### src/rtl/i2c_responder.sv
// I2C target (responder) for a single fixed 7-bit address, oversampled on clk.
// Handles write and read transfers, repeated START and STOP; no clock stretching.
module i2c_responder #(
  parameter logic [6:0] SLAVE_ADDR = 7'h42
) (
  input  logic       clk,
  input  logic       rst_n,
  input  logic       scl_i,
  input  logic       sda_i,
  output logic       sda_oe,
  output logic [7:0] rx_data,
  output logic       rx_valid,
  input  logic [7:0] tx_data,
  output logic       tx_req,
  output logic       busy
);

  localparam logic [2:0] IDLE      = 3'd0;
  localparam logic [2:0] ADDR      = 3'd1;
  localparam logic [2:0] ADDR_ACK  = 3'd2;
  localparam logic [2:0] WRITE     = 3'd3;
  localparam logic [2:0] WRITE_ACK = 3'd4;
  localparam logic [2:0] READ      = 3'd5;
  localparam logic [2:0] READ_ACK  = 3'd6;
  localparam logic [2:0] WAIT_STOP = 3'd7;

  logic       scl_s1, scl_s2, scl_p;
  logic       sda_s1, sda_s2, sda_p;
  logic       scl_rise, scl_fall, scl_high;
  logic       start_det, stop_det;
  logic       load_tx;

  logic [2:0] state;
  logic [2:0] bitcnt;
  logic [7:0] shreg;
  logic       rw;
  logic       ack_seen;

  // Synchronizers reset to 1 so an idle bus produces no edges out of reset.
  always_ff @(posedge clk) begin
    if (!rst_n) begin
      scl_s1 <= 1'b1;
      scl_s2 <= 1'b1;
      scl_p  <= 1'b1;
      sda_s1 <= 1'b1;
      sda_s2 <= 1'b1;
      sda_p  <= 1'b1;
    end else begin
      scl_s1 <= scl_i;
      scl_s2 <= scl_s1;
      scl_p  <= scl_s2;
      sda_s1 <= sda_i;
      sda_s2 <= sda_s1;
      sda_p  <= sda_s2;
    end
  end

  always_comb begin
    scl_rise  = scl_s2 & ~scl_p;
    scl_fall  = ~scl_s2 & scl_p;
    scl_high  = scl_s2 & scl_p;
    start_det = scl_high & sda_p & ~sda_s2;
    stop_det  = scl_high & ~sda_p & sda_s2;
  end

  // tx_data is captured on the falling edge that ends an acknowledged slot.
  always_comb begin
    load_tx = 1'b0;
    if (scl_fall) begin
      if (state == ADDR_ACK && sda_oe && rw)
        load_tx = 1'b1;
      else if (state == READ_ACK && ack_seen)
        load_tx = 1'b1;
    end
    tx_req = rst_n & load_tx;
  end

  always_ff @(posedge clk) begin
    if (!rst_n) begin
      state    <= IDLE;
      bitcnt   <= '0;
      shreg    <= '0;
      rw       <= 1'b0;
      ack_seen <= 1'b0;
      sda_oe   <= 1'b0;
      rx_data  <= '0;
      rx_valid <= 1'b0;
      busy     <= 1'b0;
    end else begin
      rx_valid <= 1'b0;
      if (start_det) begin
        state    <= ADDR;
        bitcnt   <= '0;
        sda_oe   <= 1'b0;
        ack_seen <= 1'b0;
      end else if (stop_det) begin
        state    <= IDLE;
        sda_oe   <= 1'b0;
        busy     <= 1'b0;
        ack_seen <= 1'b0;
      end else begin
        case (state)
          ADDR: begin
            if (scl_rise) begin
              shreg  <= {shreg[6:0], sda_s2};
              bitcnt <= bitcnt + 3'd1;
              if (bitcnt == 3'd7) begin
                rw <= sda_s2;
                if (shreg[6:0] == SLAVE_ADDR) begin
                  state <= ADDR_ACK;
                  busy  <= 1'b1;
                end else begin
                  state <= WAIT_STOP;
                  busy  <= 1'b0;
                end
              end
            end
          end

          // sda_oe doubles as the ACK phase flag: set on the first fall, cleared on the second.
          ADDR_ACK: begin
            if (scl_fall) begin
              if (!sda_oe) begin
                sda_oe <= 1'b1;
              end else if (rw) begin
                shreg  <= tx_data;
                sda_oe <= ~tx_data[7];
                state  <= READ;
              end else begin
                sda_oe <= 1'b0;
                state  <= WRITE;
              end
            end
          end

          WRITE: begin
            if (scl_rise) begin
              shreg  <= {shreg[6:0], sda_s2};
              bitcnt <= bitcnt + 3'd1;
              if (bitcnt == 3'd7) begin
                rx_data  <= {shreg[6:0], sda_s2};
                rx_valid <= 1'b1;
                state    <= WRITE_ACK;
              end
            end
          end

          WRITE_ACK: begin
            if (scl_fall) begin
              if (!sda_oe) begin
                sda_oe <= 1'b1;
              end else begin
                sda_oe <= 1'b0;
                state  <= WRITE;
              end
            end
          end

          READ: begin
            if (scl_rise)
              bitcnt <= bitcnt + 3'd1;
            if (scl_fall) begin
              if (bitcnt == 3'd0) begin
                sda_oe   <= 1'b0;
                ack_seen <= 1'b0;
                state    <= READ_ACK;
              end else begin
                shreg  <= {shreg[6:0], shreg[7]};
                sda_oe <= ~shreg[6];
              end
            end
          end

          READ_ACK: begin
            if (scl_rise) begin
              if (!sda_s2)
                ack_seen <= 1'b1;
              else
                state <= WAIT_STOP;
            end
            if (scl_fall && ack_seen) begin
              shreg    <= tx_data;
              sda_oe   <= ~tx_data[7];
              ack_seen <= 1'b0;
              state    <= READ;
            end
          end

          default: ;
        endcase
      end
    end
  end

endmodule

### config.mk
export PLATFORM = sky130hd
export DESIGN_NAME = i2c_responder
export DESIGN_NICKNAME = d
export VERILOG_FILES = /design/src/rtl/i2c_responder.sv
export SDC_FILE = /design/constraint.sdc
export NUM_CORES = 1
export LEC_CHECK = 0
export ABC_AREA = 0
export CORE_ASPECT_RATIO = 0.7
export CORE_MARGIN = 4
export CORE_UTILIZATION = 45
export DETAILED_ROUTE_END_ITERATION = 8
export PLACE_DENSITY = 0.67
export SLEW_MARGIN = 20
export SYNTH_ARGS = -nofsm -noshare
export SYNTH_HDL_FRONTEND = slang
export SYNTH_SLANG_ARGS = --single-unit
### constraint.sdc
create_clock -name clk -period 4.9 [get_ports clk]
set_input_delay 1.225 -clock clk [delete_from_list [all_inputs] [get_ports clk]]
set_output_delay 1.225 -clock clk [all_outputs]
set_load 0.02 [all_outputs]
### Word-level counts from Yosys, hierarchy flattened

Cells that the tools add are included.
Widths: inputs -> output; s select.

| cells by class | value |
|---|---|
| add/sub/neg operators | 1 |
| multiply operators | 0 |
| div/mod/pow operators | 0 |
| $lt $le $gt $ge | 0 |
| eq/ne operators | 37 |
| shift-type cells | 0 |
| muxes and demuxes | 50 |
| bitwise operators | 19 |
| reductions and logical operators | 27 |

Operator list:

| operator | count |
|---|---|
| $mux 8 | 7 |
| $mux 3 | 15 |
| $ne 4x4->1 const B | 10 |
| $pmux 8 s4 | 1 |
| $reduce_and 13->1 | 2 |
| $mux 1 | 24 |
| $ne 2x2->1 const B | 12 |
| $reduce_and 5->1 | 4 |
| $pmux 3 s6 | 1 |
| $eq 3x3->1 const B | 4 |
| $not 1->1 | 11 |
| $ne 5x4->1 const B | 2 |
| $reduce_and 10->1 | 1 |
| $ne 3x2->1 const B | 3 |
| $and 1x1->1 | 8 |
| $reduce_bool 2->1 | 4 |
| $reduce_bool 4->1 | 2 |
| $reduce_bool 8->1 | 1 |
| $eq 7x7->1 const B | 1 |
| $eq 3x2->1 const B | 2 |
| $reduce_bool 6->1 | 1 |
| $reduce_or 3->1 | 2 |
| $reduce_or 5->1 | 1 |
| $logic_and 1x1->1 | 4 |
| other kinds (9) | 11 |

| storage, ports and cells | value |
|---|---|
| register bits after elaboration | 33 |
| latch bits | 0 |
| memory bits (writable) | 0 |
| ROM bits | 0 |
| logic and storage cells | 150 |
| memories kept | 0 |

### Longest topological paths before layout

| logic depth | value |
|---|---|
| word-level depth | 7 |
| gate-level depth with buffers | 7 |
| depth with buffers taken out | 7 |

### Worst setup path before layout

Ideal clock, no wire load.

| timing path | value |
|---|---|
| path type | input to output |
| start | input rst_n |
| end | output tx_req |
| arrival time | 2.107 ns |
| required time | 3.675 ns |
| path slack | 1.568 ns |
| stages on the path | 4 |
| buffers on the path | 2 |
| cells stage by stage | clkbuf_1 -> clkbuf_1 -> nand4_1 -> nor2_1 |

| on the way | value |
|---|---|
| word-level cells in the longest chain between the ends | 1 |

Ends and longest elaborated chain:

| what | RTL line | text |
|---|---|---|
| from (decl) | 7 | `input logic rst_n,` |
| $and 1x1->1 | 75 | `tx_req = rst_n & load_tx;` |
| to (decl) | 14 | `output logic tx_req,` |

Every way passes these cells.

### Worst setup path in the final report

Same ends and word-level chain as after synthesis.

==> results.yml <==
placed_design:
  place_inst: 265
  place_ws_ns: 1.01
  gp_congestion: 0.915
  dp_hpwl_microns: 3120
  post_dp_cell_area_sq_um: 2060
  port_buffers: 23
global_route:
  grt_pass1_wl_microns: 6900
  antenna_found_initial: 0
  grt_pass1_vias: 1439
  grt_usage_pct: 17.4
  grt_max_degree: 29
  globalRouteOverflowTotal: 0
yosys:
  synth_edf_count: 0
  synth_top_area_cell: "dfxtp_1"
  synthTopCellsByArea: "dfxtp_1 37%, mux2i_1 8.9%, nor2b_1 7.6%"
  yosys.cell_count.top_type: "dfxtp_1"
  synth_cell_types: 50
  synth_top_cell_area_share_pct: 36.6
  seq_area_frac_synth_pct: 36.6
  syn_area_per_cell_sq_um: 8.90
  ys_async_sr_fraction_pct: 0
  synth_cells: 203
  synth_flop_cell: "dfxtp_1"
  synth.net_count: 218
  synth_commonest_cells: "33 x dfxtp_1, 22 x nor2b_1, 16 x mux2i_1, 16 x nand2_1, 10 x nand2b_1"
  ys_ff_latch: 33
  yosys_warnings: 0
  syn_area_sq_um: 1810
clock_tree:
  cts_tree: "yes"
  cts-hold-fix-buffers: 0
  cts_root_buf: "clkbuf_8"
  path_clk_slew_ns: 0.06
  cts_buffer_depth: 2
  cts_resized: 0
  cts.sinks: 33
  h-tree-depth: 2
  clock_latency_ns: 0.29
  cts_buffers: 5
  cts_setup_buffers: 0
layout:
  final.fill_count: 328
  finalNonFillerCells: 272
  diodes: 0
  areaGrowthSynthToFinish_pct: 19.9
  drive_above_1_share_pct: 10.4
  final_nets: 237
  final_area_sq_um: 2170
drt:
  viasPerCell: 5.60
  postRouteAntennaNets: 0
  num_vias: 1522
  drt_first_pass_iters: 4
  wirelength_microns: 4330
  remaining_drc_errors: 0
  routedWlPerCell_microns: 15.9
  drtIter0Drc: 97
floorplan:
  start_util_pct: 48.9
  die-height_microns: 61.0
  die_area_sq_um: 5110
  ios: 24
  coreArea_sq_um: 3690
  rows: 18
  die_x_microns: 83.7
power_and_ir_drop:
  powerDensity_nw_per_um2: 259
  power_mw: 0.562
  total_leakage_power_nw: 0.754
  ir_worst_vdd_mv: 0.145
timing:
  slew_viol_final: 0
  fin_crit_ns: 3.87
  rsz0062_at_grt: "false"
  skew_ns: 0.00813
  max_freq_ghz: 0.259
  hold_violations: 0
  finalCritPeriodShare_pct: 78.9
  fin_ws_ns: 1.04
  maxSlewHeadroom_pct: 49.3
  finalSetupViolCount: 0
  worst_pin_slew_ns: 0.759
  setup_tns_ns: 0
setup_path:
  crit_path_max_fanout: 2
  path_class: "in2out"
  setup.worst_path.start_class: "input port"
  r2r_slack_ns: 2.82
  end_kind: "primary output"
  required_ns: 3.67
  cp.arrival_ns: 2.64
job:
  max-cap-violations: 0
status:
  status: "complete, no violations"
hold_path:
  min_path_type: "reg2reg"
## cell type report
class / count / area, sq um / share of cell area, %
Timing Repair Buffer: 26 / 253 / 11.7
Sequential cell: 33 / 661 / 30.5
Inverter: 5 / 18.8 / 0.866
Clock inverter: 2 / 35.0 / 1.62
Clock buffer: 5 / 68.8 / 3.18
Tap cell: 50 / 62.6 / 2.89
Multi-Input combinational cell: 151 / 1070 / 49.3
## per-stage QoR
| step | utilization (%) | hold slack (ns) |
|---|---|---|
| after floorplan | - | 0.386 |
| after global placement | 55.9 | 0.391 |
| after detailed placement | 55.9 | 0.392 |
| after CTS | 58.7 | 0.408 |
| after global routing | 58.7 | 0.441 |
| final | 58.7 | 0.404 |
## routing by layer
layer	part of all wire, %	up-vias	track usage (%)
li1	-	762	-
met4	1.1	0	5.73
met3	6.1	8	5.48
met1	50	705	23.6
met5	0	-	0
met2	43	47	26.7
## path summary, 6_finish.rpt
check                start       end  depth (start not counted)
hold reg to reg     sda_s1    sda_s2                          1
setup reg to reg  state[2]  shreg[0]                          5
setup / recovery     rst_n    tx_req                          4
hold / removal      sda_s1    sda_s2                          1
## kinds of logic (layout without fill, tap and decap cells)
kind of cell             count (synthesis)  count (layout)  share of synthesized area, %
flip-flops                              33              33                          36.6
AND/OR/NAND/NOR                         84              84                          26.8
AO/OA/AOI/OAI                           40              40                          16.3
multiplexers                            22              22                          12.6
XOR/XNOR                                 2               2                         0.970
buffers and inverters                   19              38                          4.64
adder cells (fa/ha/maj)                  3               3                          2.08
## critical path, stage by stage
cell and delay (ns):
clkdlybuf4s50_1 0.52, nand4_1 0.12, nor2_1 0.15, clkdlybuf4s50_1 0.62
## power by group
part,switching (mW),internal (mW),total [mW]
Clock,0.0992,0.148,0.247
Sequential,0.00528,0.271,0.276
Combinational,0.0172,0.0218,0.0389
Total,0.122,0.441,0.562
## flip-flops by register name, indices dropped and copies added (netlist names), 3 cells and up
name	count
rx_data	8
bitcnt	3
shreg	8
state	3
## placed cells by master, fill, tap and decap left out, types with 7 or more instances in the layout
cell type	count
mux2i_1	16
nand2_1	16
o21ai_0	7
nand2b_1	10
nor2b_1	22
clkdlybuf4s50_1	23
a21oi_1	9
dfxtp_1	33
Power figures use the tool's default switching activity.
